$ cat config.mk
export PLATFORM = sky130hd
export DESIGN_NAME = lamp_mode_ctrl
export DESIGN_NICKNAME = d
export VERILOG_FILES = /design/src/rtl/lamp_mode_ctrl.sv
export SDC_FILE = /design/constraint.sdc
export NUM_CORES = 1
export LEC_CHECK = 0
export CORE_MARGIN = 2
export CORE_UTILIZATION = 53
export CTS_CLUSTER_SIZE = 16
export DETAILED_ROUTE_END_ITERATION = 6
export GPL_TIMING_DRIVEN = 0
export HOLD_SLACK_MARGIN = 0.06
export PLACE_DENSITY = 0.8
export SYNTH_ARGS = -nofsm -noshare
export SYNTH_HDL_FRONTEND = slang
export SYNTH_SLANG_ARGS = --single-unit
export TNS_END_PERCENT = 10
$ cat constraint.sdc
create_clock -name Sys_CLK -period 2 [get_ports Sys_CLK]
set_input_delay 0.4 -clock Sys_CLK [delete_from_list [all_inputs] [get_ports Sys_CLK]]
set_output_delay 0.4 -clock Sys_CLK [all_outputs]
set_load 0.05 [all_outputs]
$ cat src/rtl/lamp_mode_ctrl.sv
// Wall-switch lamp controller: off-on flicks inside the wait window step through
// colour patterns; staying off past the window turns the lamp off.
module lamp_mode_ctrl #(
  parameter int unsigned                   NUM_MODES  = 3,
  parameter int unsigned                   LED_W      = 4,
  parameter logic [NUM_MODES*LED_W-1:0]    PATTERNS   = 12'hC63,
  parameter int unsigned                   TICK_DIV   = 5000,
  parameter int unsigned                   WAIT_TICKS = 10000,
  localparam int unsigned                  MODE_W     = (NUM_MODES > 1) ? $clog2(NUM_MODES) : 1
) (
  input  logic              Sys_CLK,
  input  logic              Sys_RST,
  input  logic              sw_in,
  input  logic              mem_en,
  output logic [LED_W-1:0]  LED,
  output logic [MODE_W-1:0] mode_idx,
  output logic              lamp_on
);

  localparam int unsigned PRESC_W = $clog2(TICK_DIV);
  localparam int unsigned CNT_W   = $clog2(WAIT_TICKS + 1);

  localparam logic [PRESC_W-1:0] PrescLast = PRESC_W'(TICK_DIV - 1);
  localparam logic [CNT_W-1:0]   CntLast   = CNT_W'(WAIT_TICKS - 1);
  localparam logic [MODE_W-1:0]  ModeLast  = MODE_W'(NUM_MODES - 1);

  typedef enum logic [1:0] {
    StIdle = 2'd0,
    StOn   = 2'd1,
    StWait = 2'd2
  } state_e;

  state_e              state_q, state_d;
  logic                sw_q;
  logic [MODE_W-1:0]   mode_q, mode_d;
  logic [MODE_W-1:0]   last_q, last_d;
  logic [PRESC_W-1:0]  presc_q, presc_d;
  logic [CNT_W-1:0]    cnt_q, cnt_d;
  logic [LED_W-1:0]    led_q, led_d;
  logic                on_q, on_d;

  logic rise, fall, tick, expire;
  logic [MODE_W-1:0] next_mode;

  function automatic logic [LED_W-1:0] pattern_of(input logic [MODE_W-1:0] idx);
    return PATTERNS[idx*LED_W +: LED_W];
  endfunction

  // Next-state, counter and registered-output decode.
  always_comb begin
    state_d   = state_q;
    mode_d    = mode_q;
    last_d    = last_q;
    presc_d   = presc_q;
    cnt_d     = cnt_q;
    led_d     = '0;
    on_d      = 1'b0;
    next_mode = mode_q;
    rise      = sw_in & ~sw_q;
    fall      = ~sw_in & sw_q;
    tick      = (presc_q == PrescLast);
    expire    = tick && (cnt_q == CntLast);

    case (state_q)
      StIdle: begin
        if (rise) begin
          next_mode = mem_en ? last_q : '0;
          state_d   = StOn;
          mode_d    = next_mode;
          led_d     = pattern_of(next_mode);
          on_d      = 1'b1;
        end
      end
      StOn: begin
        if (fall) begin
          state_d = StWait;
          presc_d = '0;
          cnt_d   = '0;
        end else begin
          led_d = pattern_of(mode_q);
          on_d  = 1'b1;
        end
      end
      StWait: begin
        presc_d = tick ? '0 : presc_q + 1'b1;
        if (tick) begin
          cnt_d = cnt_q + 1'b1;
        end
        // A rise on the expiry edge still counts as a flick.
        if (rise) begin
          next_mode = (mode_q == ModeLast) ? '0 : mode_q + 1'b1;
          state_d   = StOn;
          mode_d    = next_mode;
          led_d     = pattern_of(next_mode);
          on_d      = 1'b1;
        end else if (expire) begin
          state_d = StIdle;
          last_d  = mode_q;
          presc_d = '0;
          cnt_d   = '0;
        end
      end
      default: begin
        state_d = StIdle;
      end
    endcase
  end

  // State and output registers with synchronous active-low reset.
  always_ff @(posedge Sys_CLK) begin
    if (!Sys_RST) begin
      state_q <= StIdle;
      sw_q    <= 1'b0;
      mode_q  <= '0;
      last_q  <= '0;
      presc_q <= '0;
      cnt_q   <= '0;
      led_q   <= '0;
      on_q    <= 1'b0;
    end else begin
      state_q <= state_d;
      sw_q    <= sw_in;
      mode_q  <= mode_d;
      last_q  <= last_d;
      presc_q <= presc_d;
      cnt_q   <= cnt_d;
      led_q   <= led_d;
      on_q    <= on_d;
    end
  end

  assign LED      = led_q;
  assign mode_idx = mode_q;
  assign lamp_on  = on_q;

endmodule

Yosys cells after proc, flatten, opt, wreduce, memory -nomap -nowiden
Cells that the tools add are included.
{"block": "op_classes", "addsub": 3, "eq_ne": 9, "shift": 3, "muxes": 27, "n_bitwise": 5, "n_reduce_logical": 9}
{"cell": "$mux W14", "count": 4}
{"cell": "$mux W13", "count": 4}
{"cell": "$shiftx A12 B5 Y4 const A", "count": 3}
{"cell": "$pmux W14 S2", "count": 1}
{"cell": "$pmux W13 S2", "count": 1}
{"cell": "$mux W2", "count": 8}
{"cell": "$add A14 B1 Y14 const B", "count": 1}
{"cell": "$eq A14 B14 Y1 const B", "count": 1}
{"cell": "$add A13 B1 Y13 const B", "count": 1}
{"cell": "$eq A13 B13 Y1 const B", "count": 1}
{"cell": "$mux W4", "count": 3}
{"cell": "$pmux W4 S3", "count": 1}
{"cell": "$reduce_and A3 Y1", "count": 3}
{"cell": "$ne A2 B2 Y1 const B", "count": 3}
{"cell": "$pmux W2 S3", "count": 1}
{"cell": "$eq A2 B2 Y1 const B", "count": 2}
{"cell": "$pmux W2 S2", "count": 1}
{"cell": "$reduce_bool A2 Y1", "count": 2}
{"cell": "$ne A3 B3 Y1 const B", "count": 1}
{"cell": "$not A1 Y1", "count": 3}
{"cell": "$add A2 B1 Y2 const B", "count": 1}
{"cell": "$and A1 B1 Y1", "count": 2}
{"cell": "$eq A2 B1 Y1 const B", "count": 1}
{"cell": "$logic_not A2 Y1", "count": 1}
{"cell": "other kinds (5)", "count": 6}
{"block": "word_totals", "register_bits": 39, "inputBits": 4, "output_inout_bits": 7, "wordCells": 64}

Longest topological paths before layout
Gate-level depths: netlist (run 1).
{"block": "depth", "word_depth": 5, "ltp_mapped": 7, "mapped_depth_nobuf": 7}

Worst setup path after synthesis (run 1)
OpenSTA, ideal clock, no wires.
{"block": "synth_path", "kind": "register to register", "from": "reg presc_q[0]", "to": "reg cnt_q[6]", "setup_time_ns": 0.074, "t_arrival_ns": 1.822, "required_ns": 1.926, "slack_ns": 0.104, "stages_incl_launch_ff": 8, "n_path_buf": 1, "synth_period_minus_slack_ns": 1.896, "cell_sequence": "dfxtp_1 ha_1 and4_1 and4_1 a31oi_2 buf_2 o21ai_0 a31oi_1"}
{"block": "synth_between", "elab_chain_cells": 5, "word_cells_on_any_way": 6, "cone_classes": "eq/ne (1); mux (4); reduce/logical (1)"}
{"item": "from (decl)", "line": "37", "text": "logic [PRESC_W-1:0] presc_q, presc_d;"}
{"item": "from (signal assigned)", "line": "125", "text": "presc_q <= presc_d;"}
{"item": "$eq A13 B13 Y1 (*)", "line": "61", "text": "tick = (presc_q == PrescLast);"}
{"item": "$mux W14 / $logic_and A1 B1 Y1 (equally long branches)", "line": "86, 62"}
{"item": "$mux W14", "line": "96", "text": "end else if (expire) begin"}
{"item": "$mux W14 (*)", "line": "90", "text": "if (rise) begin"}
{"item": "$pmux W14 S2 (*)", "line": "64", "text": "case (state_q)"}
{"item": "to (signal assigned)", "line": "126", "text": "cnt_q <= cnt_d;"}
{"item": "to (decl)", "line": "38", "text": "logic [CNT_W-1:0] cnt_q, cnt_d;"}
Every way passes the cells marked *; elsewhere a longest branch is shown, timed or not.
A chain may end at the register's enable or synchronous reset.

Final worst setup path (run 1)
{"block": "layout_path", "from": "reg presc_q[6]", "to": "reg cnt_q[13]"}
The elaborated chain is that of the path after synthesis.

==> results of run 1 <==
-- per-layer routing --
layer / routed length, um / share of wire [%] / global-route usage [%]
met5: 0 / 0 / 0
met4: 76 / 1.5 / 8.93
met3: 228 / 4.5 / 5.50
met2: 2440 / 48 / 39.1
met1: 2300 / 46 / 30.0
-- cells in the mapped netlist (all sizes together) --
| cell type | n | area share [%] |
|---|---|---|
| and3 | 1 | 0.29 |
| and4b | 1 | 0.47 |
| nor3 | 8 | 2.1 |
| nor2b | 1 | 0.29 |
| buf | 2 | 0.47 |
| or4b | 2 | 1.1 |
| nand3 | 19 | 4.4 |
| a21o | 1 | 0.35 |
| clkbuf | 8 | 1.4 |
| nand4bb | 1 | 0.53 |
| a22oi | 5 | 1.8 |
| mux2i | 7 | 3.3 |
| o311a | 2 | 0.94 |
| o21ba | 1 | 0.47 |
| a21boi | 2 | 0.70 |
| and2 | 7 | 2.0 |
| nand2b | 5 | 1.5 |
| a311oi | 5 | 2.0 |
| a211oi | 1 | 0.35 |
| nor2 | 21 | 3.7 |
| dfxtp | 39 | 37 |
| and4 | 4 | 1.6 |
| nor4 | 4 | 1.9 |
| o21a | 1 | 0.35 |
| nand2 | 22 | 3.9 |
| inv | 12 | 2.1 |
| ha | 10 | 5.9 |
| a41oi | 2 | 0.82 |
| or3 | 2 | 0.59 |
| nand3b | 2 | 0.70 |
| clkinv | 1 | 0.18 |
| o21ai | 16 | 3.7 |
| a22o | 1 | 0.41 |
| nor4b | 5 | 2.0 |
| a31oi | 10 | 3.2 |
| nand4 | 8 | 2.3 |
| o2bb2ai | 1 | 0.41 |
| a21oi | 20 | 4.7 |
| o211a | 1 | 0.47 |
-- logic make-up (layout without fill, tap and decap cells) --
logic type               count (synthesis)  after routing  synth area share, %
adder cells (fa/ha/maj)                 10             10                 5.85
multiplexers                             7              7                 3.28
AO/OA/AOI/OAI                           69             70                 20.7
flip-flops                              39             39                 36.5
buffers and inverters                   23             44                 4.15
AND/OR/NAND/NOR                        113            113                 29.5
-- flip-flops by register name (all words and copies together) (netlist names) --
signal	cells
LED	4
cnt_q	14
lamp_on	1
last_q	2
mode_idx	2
presc_q	13
state_q	2
sw_q	1
-- through the flow --
step / setup TNS (ns) / std cells / power (mW)
finish: 0 / 333 / 1.69
global route: -0.0758 / 333 / 1.76
CTS: -0.260 / 330 / 1.70
detailed placement: -4.32 / 320 / 0.932
global placement: -4.42 / 320 / 0.930
floorplan: 0 / 261 / 0.894
-- where the power goes --
group	internal [mW]	switching (mW)
combinational	0.0406	0.0831
clock	0.499	0.278
sequential	0.787	0.00724
total	1.33	0.368
-- final timing paths --
path	start	to	slack (ns)	depth (start not counted)
worst max register to register	presc_q[6]	cnt_q[13]	0.06	6
worst min-delay path	cnt_q[10]	cnt_q[10]	0.48	1
worst max-delay path	presc_q[6]	cnt_q[13]	0.06	6
worst min register to register	cnt_q[10]	cnt_q[10]	0.48	1
-- timing repair --
action                                  in CTS  in global routing
cloned                                       1                  0
pin swaps                                    3                  3
endpoints found under the hold margin        0                  0
endpoints found under the setup margin      25                 31
hold buffers                                 0                  0
gates resized for setup                      7                 17
buffers inserted                             1                  3
-- final cells by class --
| cell class | count | area, um2 |
|---|---|---|
| fillers | 321 | 1380 |
| clock inverters | 2 | 60.1 |
| clock buffers | 6 | 72.6 |
| repair buffers | 13 | 129 |
| inverters | 13 | 48.8 |
| multi-input cells | 200 | 1360 |
| plain buffers | 10 | 46.3 |
| flip-flops and latches | 39 | 783 |
| well taps | 50 | 62.6 |
==> results.sh, run 1 <==
export IMPL_outcome="finished clean"
export IMPL_layout_commonest_cell="dfxtp_1"
export IMPL_grt_max_degree=13
export IMPL_final_cell_area_um2=2560
export IMPL_pre_cts_slack_ns=-0.269
export IMPL_coreArea_um2=3940
export IMPL_timing_fmax_mhz=516
export IMPL_cts_tree="built"
export IMPL_grt_util_all_layers_pct=23.7
export IMPL_synth_distinct_cells=44
export IMPL_grt_pass1_vias=1779
export IMPL_p_leak_nw=0.915
export IMPL_layout_common_cells="dfxtp_1 (37), nand2_1 (22), nor2_1 (20), a21oi_1 (19), nand3_1 (18)"
export IMPL_relSlewSlack_pct=62.3
export IMPL_critical_path_buf_inv_count=1
export IMPL_finClkSkew_ns=0.00296
export IMPL_start_kind="register"
export IMPL_gp_congestion=0.923
export IMPL_ys_seq_elements=39
export IMPL_worstPathRequired_ns=2.18
export IMPL_first_pass_iters=6
export IMPL_hp_class="register to register"
export IMPL_nets=296
export IMPL_antenna_found_initial=0
export IMPL_start_util_pct=54.2
export IMPL_avgSynthCellArea_um2=8.19
export IMPL_peakVddDrop_v=0.000541
export IMPL_setup_viol=0
export IMPL_whs_ns=0.475
export IMPL_critPathKind="register to register"
export IMPL_num_rows=23
export IMPL_diodes=0
export IMPL_cts_sinks=39
export IMPL_setup_ws_ns=0.0630
export IMPL_yosys_warnings=0
export IMPL_fp_dieW_um=67.5
export IMPL_drtAntennaViolNets=0
export IMPL_drt_wl_total_mm=5.04
export IMPL_synthCells=261
export IMPL_drive_gt1_share_pct=12.0
export IMPL_critPathTopFamily="simple AND/OR/NAND/NOR gates"
export IMPL_clockRootBuffer="clkbuf_8"
export IMPL_ys_seq_area_share_pct=36.5
export IMPL_crit_fanout=9
export IMPL_grt_pass1_wl_mm=8.15
export IMPL_drt_first_iter_violations=175
export IMPL_rsz0062_at_grt="true"
export IMPL_die_h_um=67.5
export IMPL_crit_arrival_ns=2.12
export IMPL_finalCriticalPeriod_ns=1.94
export IMPL_finalHoldViolCount=0
export IMPL_path_cells="or4b_4 > nor4_4 > buf_6 > nand4_1 > a21oi_2 > o21ai_0"
export IMPL_area_growth_pct=19.8
export IMPL_placed_area_um2=2290
export IMPL_cts_clk_slew_worst_paths_ns=0.07
export IMPL_vias_per_cell=6.14
export IMPL_powerDensity_nw_per_um2=661
export IMPL_port_buffers=9
export IMPL_clockBufferDepth=2
export IMPL_utilization_pct=65.0
export IMPL_hpwl_mm=3.25
export IMPL_drcViolationCount=0
export IMPL_syn_area_um2=2140
export IMPL_h_tree_depth=2
export IMPL_slew_viol_final=0
export IMPL_synth_fp_nets=275
export IMPL_io_pins=11
export IMPL_worst_setup_path_end_kind="register"
export IMPL_wl_per_cell_um=15.1
export IMPL_clk_latency_ns=0.29
export IMPL_slowest_stage="or4b_4"
export IMPL_worst_pin_slew_ns=0.560
export IMPL_vias=2044
export IMPL_maxCapViolations=0
export IMPL_max_stage_delay_ns=0.60
export IMPL_timing_final_crit_share_pct=96.8
export IMPL_cts_buffers=5
export IMPL_die_area_um2=4560
export IMPL_grt_ovfl_total=0
Note: power is estimated with default switching activity, not from simulation.
==> run 2: changes to the inputs <==
--- a/config.mk
+++ b/config.mk
@@ -12,6 +12,7 @@
 export GPL_TIMING_DRIVEN = 0
 export HOLD_SLACK_MARGIN = 0.06
 export PLACE_DENSITY = 0.8
+export SETUP_SLACK_MARGIN = 0.5
 export SYNTH_ARGS = -nofsm -noshare
 export SYNTH_HDL_FRONTEND = slang
 export SYNTH_SLANG_ARGS = --single-unit
==> run 2 against run 1 <==
Against the previous run: worst setup slack better by 0.053 ns; register-to-register slack better by 0.05 ns; maximum frequency is 2.8% higher; largest cell class unchanged; die area stayed put; core utilization is 3.0 points higher; via count is 7.3% higher; clock skew is 0.011 ns higher; critical path type unchanged.
==> results.sh, run 2 (synthesis gave the netlist of run 1 again) <==
export IMPL_grt_ovfl_total=0
export IMPL_drive_gt1_share_pct=19.6
export IMPL_drtAntennaViolNets=0
export IMPL_timing_rr_start="cnt_q[4]"
export IMPL_grt_util_all_layers_pct=27.0
export IMPL_timing_fmax_mhz=531
export IMPL_peakVddDrop_v=0.000477
export IMPL_finalHoldViolCount=0
export IMPL_start_util_pct=54.2
export IMPL_hpwl_mm=3.39
export IMPL_port_buffers=9
export IMPL_first_pass_iters=5
export IMPL_cts_buffers=5
export IMPL_clk_latency_ns=0.31
export IMPL_finClkSkew_ns=0.0143
export IMPL_die_h_um=67.5
export IMPL_drcViolationCount=0
export IMPL_die_area_um2=4560
export IMPL_gp_congestion=0.862
export IMPL_io_pins=11
export IMPL_grt_max_degree=13
export IMPL_diodes=0
export IMPL_worst_pin_slew_ns=0.617
export IMPL_worstPathRequired_ns=2.20
export IMPL_pre_cts_slack_ns=-0.185
export IMPL_outcome="finished clean"
export IMPL_cts_clk_slew_worst_paths_ns=0.08
export IMPL_dp_cells=320
export IMPL_cts_tree="built"
export IMPL_timing_final_crit_share_pct=94.2
export IMPL_start_kind="register"
export IMPL_h_tree_depth=2
export IMPL_cts_hold_buf=0
export IMPL_grt_pass1_vias=2000
export IMPL_crit_fanout=7
export IMPL_worst_setup_path_end_kind="register"
export IMPL_fin_total_pwr_mw=1.61
export IMPL_p_leak_nw=0.966
export IMPL_relSlewSlack_pct=58.5
export IMPL_drt_first_iter_violations=175
export IMPL_slew_viol_final=0
export IMPL_hp_class="register to register"
export IMPL_top_register="cnt_q"
export IMPL_clockBufferDepth=2
export IMPL_powerDensity_nw_per_um2=601
export IMPL_critical_path_endpoint="cnt_q[12]"
export IMPL_worstRegToRegCells=5
export IMPL_drt_wl_total_mm=5.61
export IMPL_layout_common_cells="dfxtp_1 (30), nand2_1 (22), a21oi_1 (20), nor2_1 (20), nand3_1 (18)"
export IMPL_wl_per_cell_um=16.5
export IMPL_coreArea_um2=3940
export IMPL_clockRootBuffer="clkbuf_8"
export IMPL_critPathKind="register to register"
export IMPL_maxCapViolations=0
export IMPL_crit_arrival_ns=2.08
export IMPL_fp_dieW_um=67.5
export IMPL_cp_startpoint="cnt_q[4]"
export IMPL_layout_commonest_cell="dfxtp_1"
export IMPL_area_growth_pct=25.4
export IMPL_vias=2194
export IMPL_vias_per_cell=6.43
export IMPL_setup_viol=0
export IMPL_antenna_found_initial=0
export IMPL_finalCriticalPeriod_ns=1.88
export IMPL_grt_pass1_wl_mm=9.23
export IMPL_setup_ws_ns=0.116
export IMPL_r2r_end="cnt_q[12]"
export IMPL_final_cells=341
export IMPL_r2r_slack_ns=0.12
export IMPL_nets=304
export IMPL_rsz0062_at_grt="true"
export IMPL_num_rows=23
export IMPL_cts_sinks=39
export IMPL_largest_reg_flops=14
-- run 2: cell count changes in the layout (fill, tap and decap cells not counted), moves of 4 or more --
cell / before / now
buf_4: 5 / 10
dfxtp_2: 2 / 7
clkbuf_1: 8 / 4
clkdlybuf4s50_1: 7 / 2
dfxtp_1: 37 / 30
dlygate4sd2_1: 0 / 7
-- run 2: critical path: stages (launching register included) --
cell and delay, ns:
dfxtp_1 0.39, nor4b_2 0.43, and4b_1 0.35, a31oi_2 0.20, a21o_1 0.20, a22o_1 0.21
-- run 2: routing by layer --
metal | wire, um | part of all wire, % | up-vias | GRT usage (%)
met4 | 148 | 2.6 | 0 | 13.0
met3 | 370 | 6.6 | 22 | 7.00
met5 | 0 | 0 | - | 0
met1 | 2360 | 42 | 1039 | 32.9
li1 | - | - | 1036 | -
met2 | 2740 | 49 | 97 | 44.1
-- run 2: timing repair --
| action | 4_1_cts | 5_1_grt |
|---|---|---|
| setup endpoints to repair | 44 | 46 |
| cloned | 2 | 0 |
| endpoints found under the hold margin | 0 | 0 |
| gates resized for setup | 40 | 2 |
| pin swaps | 7 | 0 |
| setup buffers | 11 | 0 |
-- run 2: how the worst min path moves through the flow --
stage | endpoint | from | cells past startpoint | slack (ns)
2_1_floorplan | cnt_q[10] | cnt_q[10] | 1 | 0.44
3_3_place_gp | cnt_q[10] | cnt_q[10] | 1 | 0.46
3_5_place_dp | cnt_q[10] | cnt_q[10] | 1 | 0.46
4_1_cts | cnt_q[10] | cnt_q[10] | 1 | 0.47
5_1_grt | cnt_q[9] | cnt_q[9] | 2 | 0.51
6_report | cnt_q[9] | cnt_q[9] | 2 | 0.49
-- run 2: power by group --
part	switching, mW	leakage [nW]	internal, mW	total [mW]
clock	0.294	0.0612	0.404	0.698
combinational	0.0846	0.584	0.0367	0.121
sequential	0.00738	0.321	0.784	0.792
total	0.386	0.966	1.22	1.61
-- run 2: cell type report --
type | count | area (um2)
repair buffers | 21 | 173
well taps | 50 | 62.6
fillers | 293 | 1260
multi-input cells | 200 | 1420
flip-flops and latches | 39 | 797
clock inverters | 2 | 35.0
clock buffers | 6 | 82.6
inverters | 13 | 48.8
plain buffers | 10 | 60.1
-- run 2: per-stage QoR --
step	util (%)	hold WS (ns)	TNS, ns	area [um2]
after global placement	59.1	0.457	-1.89	2330
final	68.0	0.486	0	2680
after CTS	67.9	0.469	0	2680
after floorplan	-	0.439	0	2180
after global routing	68.0	0.509	0	2680
after detailed placement	59.1	0.458	-2.93	2330
